**src/rtl/bram_save_sequencer.sv**
```systemverilog
// -----------------------------------------------------------------------------
// bram_save_sequencer
//
// Moves the PCE backup RAM image between the dual-port backup RAM and the HPS
// SD block interface. Each sector is one sd_rd/sd_wr request answered by an
// sd_ack pulse. Start sources are manual load, manual save, auto-load after a
// cart download and autosave when the OSD opens. A separate 4-cycle format
// sequence writes the HUBM header words through fmt_*.
//
// Ports
//   clk_sys      in   1      system clock, rising edge
//   reset        in   1      synchronous, active-high
//   bk_ena       in   1      writable save image mounted; gates every start
//   load_req     in   1      level; rising edge requests a load
//   save_req     in   1      level; rising edge requests a save
//   dl_done      in   1      pulse at the end of a cart download
//   img_nonzero  in   1      mounted image size is non-zero
//   autosave_en  in   1      autosave option
//   osd_open     in   1      OSD visible
//   bram_we      in   1      core write strobe to backup RAM
//   format_req   in   1      level; rising edge requests a format
//   sd_ack       in   1      HPS sector handshake
//   sd_lba       out  LBA_W  current sector number
//   sd_rd        out  1      sector read request (SD -> RAM)
//   sd_wr        out  1      sector write request (RAM -> SD)
//   busy         out  1      image transfer in progress
//   loading      out  1      load in progress (holds the core in reset)
//   pending      out  1      backup RAM holds unsaved writes
//   fmt_we       out  1      format write strobe
//   fmt_addr     out  2      format word address
//   fmt_data     out  16     format word
// -----------------------------------------------------------------------------
module bram_save_sequencer #(
  parameter int SECTORS = 16,
  parameter int LBA_W   = 32
) (
  input  logic             clk_sys,
  input  logic             reset,
  input  logic             bk_ena,
  input  logic             load_req,
  input  logic             save_req,
  input  logic             dl_done,
  input  logic             img_nonzero,
  input  logic             autosave_en,
  input  logic             osd_open,
  input  logic             bram_we,
  input  logic             format_req,
  input  logic             sd_ack,
  output logic [LBA_W-1:0] sd_lba,
  output logic             sd_rd,
  output logic             sd_wr,
  output logic             busy,
  output logic             loading,
  output logic             pending,
  output logic             fmt_we,
  output logic [1:0]       fmt_addr,
  output logic [15:0]      fmt_data
);

  typedef enum logic [1:0] {ST_IDLE, ST_REQ, ST_XFER, ST_FMT} state_t;

  localparam logic [LBA_W-1:0] LAST_LBA = LBA_W'(SECTORS - 1);

  // HUBM header words, one per format address.
  function automatic logic [15:0] fmt_word(input logic [1:0] a);
    case (a)
      2'd0:    fmt_word = 16'h5548;
      2'd1:    fmt_word = 16'h4D42;
      2'd2:    fmt_word = 16'h8800;
      default: fmt_word = 16'h8010;
    endcase
  endfunction

  state_t           state_q, state_d;
  logic [LBA_W-1:0] sd_lba_q, sd_lba_d;
  logic             sd_rd_q, sd_rd_d;
  logic             sd_wr_q, sd_wr_d;
  logic             busy_q, busy_d;
  logic             loading_q, loading_d;
  logic             pending_q, pending_d;
  logic             fmt_we_q, fmt_we_d;
  logic [1:0]       fmt_addr_q, fmt_addr_d;
  logic [15:0]      fmt_data_q, fmt_data_d;
  logic             fmt_pend_q, fmt_pend_d;

  // Edge-detect history. These reset to 1 so that a level already high when
  // reset releases is not mistaken for a fresh request.
  logic load_hist_q, save_hist_q, fmt_hist_q, ack_hist_q, auto_hist_q;

  logic load_rise, save_rise, fmt_rise, ack_rise, ack_fall;
  logic auto_cond, auto_rise;
  logic start, is_load;

  assign load_rise = load_req & ~load_hist_q;
  assign save_rise = save_req & ~save_hist_q;
  assign fmt_rise  = format_req & ~fmt_hist_q;
  assign ack_rise  = sd_ack & ~ack_hist_q;
  assign ack_fall  = ~sd_ack & ack_hist_q;
  assign auto_cond = pending_q & osd_open & autosave_en;
  assign auto_rise = auto_cond & ~auto_hist_q;

  always_comb begin
    state_d    = state_q;
    sd_lba_d   = sd_lba_q;
    sd_rd_d    = sd_rd_q;
    sd_wr_d    = sd_wr_q;
    busy_d     = busy_q;
    loading_d  = loading_q;
    pending_d  = pending_q;
    fmt_we_d   = fmt_we_q;
    fmt_addr_d = fmt_addr_q;
    fmt_data_d = fmt_data_q;
    fmt_pend_d = fmt_pend_q;
    start      = 1'b0;
    is_load    = 1'b0;

    // A format request outside IDLE is remembered and served first thing
    // once the sequencer is idle again.
    if (fmt_rise && state_q != ST_IDLE) begin
      fmt_pend_d = 1'b1;
    end

    case (state_q)
      ST_IDLE: begin
        if (fmt_pend_q || fmt_rise) begin
          state_d    = ST_FMT;
          fmt_pend_d = 1'b0;
          fmt_we_d   = 1'b1;
          fmt_addr_d = 2'd0;
          fmt_data_d = fmt_word(2'd0);
        end else if (bk_ena) begin
          // Priority chain; anything lower in the same cycle is dropped.
          if (load_rise) begin
            start   = 1'b1;
            is_load = 1'b1;
          end else if (save_rise) begin
            start   = 1'b1;
          end else if (dl_done && img_nonzero) begin
            start   = 1'b1;
            is_load = 1'b1;
          end else if (auto_rise) begin
            start   = 1'b1;
          end
        end
        if (start) begin
          state_d   = ST_REQ;
          sd_lba_d  = '0;
          busy_d    = 1'b1;
          loading_d = is_load;
          sd_rd_d   = is_load;
          sd_wr_d   = ~is_load;
        end
      end

      ST_REQ: begin
        if (ack_rise) begin
          sd_rd_d = 1'b0;
          sd_wr_d = 1'b0;
          state_d = ST_XFER;
        end
      end

      ST_XFER: begin
        if (ack_fall) begin
          if (sd_lba_q == LAST_LBA) begin
            busy_d    = 1'b0;
            loading_d = 1'b0;
            state_d   = ST_IDLE;
          end else begin
            // loading_q doubles as the direction of the running transfer.
            sd_lba_d = sd_lba_q + LBA_W'(1);
            sd_rd_d  = loading_q;
            sd_wr_d  = ~loading_q;
            state_d  = ST_REQ;
          end
        end
      end

      default: begin // ST_FMT
        if (fmt_addr_q == 2'd3) begin
          fmt_we_d   = 1'b0;
          fmt_addr_d = 2'd0;
          fmt_data_d = 16'h0000;
          state_d    = ST_IDLE;
        end else begin
          fmt_addr_d = fmt_addr_q + 2'd1;
          fmt_data_d = fmt_word(fmt_addr_q + 2'd1);
        end
      end
    endcase

    // A write in the same cycle as a transfer start keeps pending set.
    if (start) begin
      pending_d = 1'b0;
    end
    if (bram_we && bk_ena && !osd_open) begin
      pending_d = 1'b1;
    end
  end

  always_ff @(posedge clk_sys) begin
    if (reset) begin
      state_q     <= ST_IDLE;
      sd_lba_q    <= '0;
      sd_rd_q     <= 1'b0;
      sd_wr_q     <= 1'b0;
      busy_q      <= 1'b0;
      loading_q   <= 1'b0;
      pending_q   <= 1'b0;
      fmt_we_q    <= 1'b0;
      fmt_addr_q  <= 2'd0;
      fmt_data_q  <= 16'h0000;
      fmt_pend_q  <= 1'b0;
      load_hist_q <= 1'b1;
      save_hist_q <= 1'b1;
      fmt_hist_q  <= 1'b1;
      ack_hist_q  <= 1'b1;
      auto_hist_q <= 1'b1;
    end else begin
      state_q     <= state_d;
      sd_lba_q    <= sd_lba_d;
      sd_rd_q     <= sd_rd_d;
      sd_wr_q     <= sd_wr_d;
      busy_q      <= busy_d;
      loading_q   <= loading_d;
      pending_q   <= pending_d;
      fmt_we_q    <= fmt_we_d;
      fmt_addr_q  <= fmt_addr_d;
      fmt_data_q  <= fmt_data_d;
      fmt_pend_q  <= fmt_pend_d;
      load_hist_q <= load_req;
      save_hist_q <= save_req;
      fmt_hist_q  <= format_req;
      ack_hist_q  <= sd_ack;
      auto_hist_q <= auto_cond;
    end
  end

  assign sd_lba   = sd_lba_q;
  assign sd_rd    = sd_rd_q;
  assign sd_wr    = sd_wr_q;
  assign busy     = busy_q;
  assign loading  = loading_q;
  assign pending  = pending_q;
  assign fmt_we   = fmt_we_q;
  assign fmt_addr = fmt_addr_q;
  assign fmt_data = fmt_data_q;

endmodule
```
**config.mk**
```make
export PLATFORM = sky130hd
export DESIGN_NAME = bram_save_sequencer
export DESIGN_NICKNAME = d
export VERILOG_FILES = /design/src/rtl/bram_save_sequencer.sv
export SDC_FILE = /design/constraint.sdc
export NUM_CORES = 1
export LEC_CHECK = 0
export ABC_AREA = 1
export BUFFER_PORTS_ARGS = -buffer_cell sky130_fd_sc_hd__buf_2
export CORE_MARGIN = 2
export CORE_UTILIZATION = 47
export CTS_CLUSTER_DIAMETER = 100
export DETAILED_ROUTE_END_ITERATION = 7
export HOLD_SLACK_MARGIN = 0.08
export PLACE_DENSITY = 0.72
export SETUP_SLACK_MARGIN = 0.5
export SYNTH_ARGS = -nofsm -noshare
export SYNTH_HDL_FRONTEND = slang
export SYNTH_SLANG_ARGS = --single-unit
```
**constraint.sdc**
```tcl
create_clock -name clk_sys -period 1.95 [get_ports clk_sys]
set_clock_uncertainty 0.2 [all_clocks]
set_input_delay 0.4875 -clock clk_sys [delete_from_list [all_inputs] [get_ports clk_sys]]
set_output_delay 0.4875 -clock clk_sys [all_outputs]
set_load 0.02 [all_outputs]
```
==> results.py <==
metrics = {
    "sta": {
        "min_period_over_period_pct": 96.5,
        "post-route-min-period_ps": 1880,
        "rsz0062_at_grt": "true",
        "setup_violations": 0,
        "fmax_mhz": 531,
        "fin_hold_ws_ps": 157,
        "timing.final.hold_violations": 0,
        "drv_slew": 0,
    },
    "layout": {
        "syn2layout_area_growth_pct": 56.9,
        "antenna_cells": 0,
        "nets": 769,
        "layout-drive-gt1-share_pct": 39.7,
    },
    "global_routing": {
        "grt_max_degree": 22,
        "track_usage_pct": 26.5,
        "grt_antenna_before_repair": 0,
        "first_global_vias": 3981,
        "grt_first_pass_wirelength_um": 18300,
        "overflow": 0,
    },
    "cts": {
        "clock_path_buffers": 2,
        "clkTransAtPathRegs_ps": 120,
        "htreeDepth": 2,
        "clock_latency_ps": 330,
        "hold_buffers": 0,
        "tritoncts": "done",
        "cts_root_buffer": "clkbuf_8",
        "clock-sinks": 54,
        "numCtsBuffers": 5,
    },
    "floorplan": {
        "io_pins": 68,
        "start_util_pct": 48.0,
        "die_h_um": 92.1,
        "die_w_um": 92.1,
        "core_mm2": 0.00761,
        "dieArea_mm2": 0.00848,
        "num_rows": 32,
    },
    "drt": {
        "vias": 4484,
        "drtPass1Iterations": 5,
        "vias_per_cell": 5.26,
        "wirelength_um": 12400,
        "drc": 0,
        "wl_per_cell_um": 14.5,
        "ant_nets": 0,
        "drtIter0Drc": 223,
    },
    "power_and_ir_drop": {
        "vdd_drop_max_uv": 1180,
        "power.total_uw": 6890,
        "cellPowerDensity_mw_per_mm2": 1200,
        "leakagePower_uw": 0.00257,
    },
    "critical_path": {
        "crit_path_max_incr_delay_ps": 330,
        "cp_top_family": "simple AND/OR/NAND/NOR gates",
        "cpMostUsedCell": "nand2_1",
        "cp_max_fo": 11,
        "worst-setup-path-type": "flop to flop",
        "crit_arrival_ps": 1900,
        "start_kind": "flop",
        "slowest_stage": "dfxtp_1",
        "cp_num_buf_inv": 4,
        "crit_path_end_kind": "flop",
        "cp_cell_sequence": "inv_1 > nand2_1 > nand2_1 > nor2_1 > nand2_1 > nand2_1 > nand2_1 > nand2_2 > inv_2 > buf_12 > nand3_1 > nand2_1 > inv_1 > nor2_1",
        "cp.required_ps": 1970,
    },
    "hold_path": {
        "min_path_type": "input port to flop",
    },
    "synth": {
        "synthDistinctLibCells": 33,
        "ys_seq_area_share_pct": 29.6,
        "ys.warnings.count": 0,
        "synth.avg_cell_area_um2": 5.87,
        "synth_area_mm2": 0.00365,
        "synth_cells": 622,
        "synth_seq_cells": 54,
    },
    "place": {
        "gp_congestion": 0.993,
        "port_buffers": 61,
        "dp_hpwl_um": 7480,
    },
    "outcome": {
        "outcome": "finished, final reports clean",
    },
    "run": {
        "max_cap_viol_count": 0,
    },
}
repair_timing:
item,in CTS,in global routing
gates cloned,2,2
gates resized for setup,163,103
buffers inserted,34,22
pin swaps,23,18
endpoints found under the setup margin,97,98
path summary, 6_finish.rpt:
kind	start	endpoint	slack, ps	cells past startpoint
worst max-delay path	save_hist_q$_SDFF_PP1_	sd_lba[19]$_SDFFE_PP0P_	70	14
worst min-delay path	save_req	save_hist_q$_SDFF_PP1_	160	2
worst max register to register	save_hist_q$_SDFF_PP1_	sd_lba[19]$_SDFFE_PP0P_	70	14
worst min register to register	fmt_data[4]$_SDFFE_PP0P_	fmt_data[4]$_SDFFE_PP0P_	280	2
flip-flops by register name, summed over array words and instances, names as in the netlist, 2 cells and up:
name and count:
fmt_data 6, sd_lba 32, state_q 2, fmt_addr 2
cell usage after synthesis:
| cell type | number | area share, % |
|---|---|---|
| conb_1 | 1 | 0.10 |
| dfxtp_1 | 54 | 30 |
| nand2_2 | 4 | 0.69 |
| and3_1 | 1 | 0.17 |
| nor2_8 | 1 | 0.55 |
| clkbuf_8 | 1 | 0.38 |
| nor2_2 | 2 | 0.34 |
| a21boi_0 | 1 | 0.21 |
| buf_6 | 5 | 1.5 |
| nand3_2 | 1 | 0.27 |
| clkbuf_1 | 6 | 0.62 |
| nand4_1 | 6 | 1.0 |
| o21bai_1 | 6 | 1.2 |
| o21ai_1 | 3 | 0.41 |
| nand3_1 | 47 | 6.4 |
| xnor2_1 | 1 | 0.24 |
| and2_1 | 1 | 0.17 |
| inv_2 | 2 | 0.21 |
| o21ai_0 | 13 | 1.8 |
| nand2_1 | 206 | 21 |
| o31ai_1 | 1 | 0.21 |
| ha_1 | 8 | 2.7 |
| nor2_1 | 111 | 11 |
| a21oi_1 | 33 | 4.5 |
| o22ai_1 | 1 | 0.17 |
| buf_4 | 13 | 2.7 |
| nor3_1 | 3 | 0.41 |
| nor3b_1 | 1 | 0.21 |
| buf_1 | 1 | 0.10 |
| or2_2 | 4 | 0.69 |
| buf_2 | 5 | 0.69 |
| inv_1 | 73 | 7.5 |
| xor2_1 | 6 | 1.4 |
area by class of cell:
| cell class | instances | area, um2 |
|---|---|---|
| Clock inverter | 3 | 25.0 |
| Sequential cell | 54 | 1230 |
| Fill cell | 561 | 1880 |
| Multi-Input combinational cell | 468 | 2530 |
| Tap cell | 102 | 128 |
| Timing Repair Buffer | 145 | 1430 |
| Inverter | 75 | 305 |
| Clock buffer | 5 | 68.8 |
placed cells by master, fill, tap and decap left out, types with 4 or more instances in the layout:
master | netlist | layout
ha_1 | 8 | 5
or2_2 | 4 | 4
a21oi_2 | 0 | 9
buf_12 | 0 | 8
o21bai_1 | 6 | 5
inv_1 | 73 | 64
o21ai_2 | 0 | 5
buf_4 | 13 | 60
nor2_2 | 2 | 11
inv_4 | 0 | 5
a21oi_1 | 33 | 23
nand2_1 | 206 | 185
buf_6 | 5 | 60
nor2_1 | 111 | 86
dfxtp_1 | 54 | 6
nand2_2 | 4 | 14
dfxtp_4 | 0 | 35
inv_2 | 2 | 4
nand2_4 | 0 | 10
conb_1 | 1 | 6
nand3_1 | 47 | 41
nand4_1 | 6 | 6
clkbuf_8 | 1 | 5
buf_2 | 5 | 13
o21ai_1 | 3 | 8
nor2_4 | 0 | 16
dfxtp_2 | 0 | 13
nand3_2 | 1 | 6
xor2_1 | 6 | 6
kinds of logic (layout without fill, tap and decap cells):
family,after synthesis,after routing,synth area share [%]
DFF,54,54,29.6
buffers and inverters,106,228,13.7
adders and majority gates,8,8,2.74
xor gates and xnor gates,7,7,1.68
other,1,6,0.103
and+or+nand+nor,388,389,43.6
AOI/OAI and AO/OA,58,58,8.54
power breakdown:
group | switching (uW) | leakage (uW) | internal [uW] | total (uW)
combinational | 2520 | 0.00205 | 2150 | 4670
clock | 424 | 0.0000447 | 261 | 685
sequential | 225 | 0.000472 | 1310 | 1530
metal layers:
layer / routed length [um] / share of wire, % / global-route usage [%] / vias to the layer above
met4: 334 / 2.7 / 7.96 / 0
met1: 4880 / 39 / 33.0 / 2049
met5: 0 / 0 / 0 / -
li1: - / - / - / 2172
met3: 859 / 6.9 / 3.70 / 37
met2: 6290 / 51 / 47.4 / 226
metrics by stage:
| stage | util [%] | setup slack [ps] | instances | area, um2 | TNS (ps) |
|---|---|---|---|---|---|
| floorplan | - | 170 | 627 | 3870 | 0 |
| global placement | 56.5 | -20.9 | 784 | 4300 | -20.9 |
| detailed placement | 56.5 | -55.2 | 784 | 4300 | -553 |
| CTS | 67.5 | 143 | 828 | 5140 | 0 |
| global route | 75.2 | -25.6 | 852 | 5720 | -139 |
| finish | 75.2 | 67.5 | 852 | 5720 | 0 |
(Power assumes the default switching activity.)
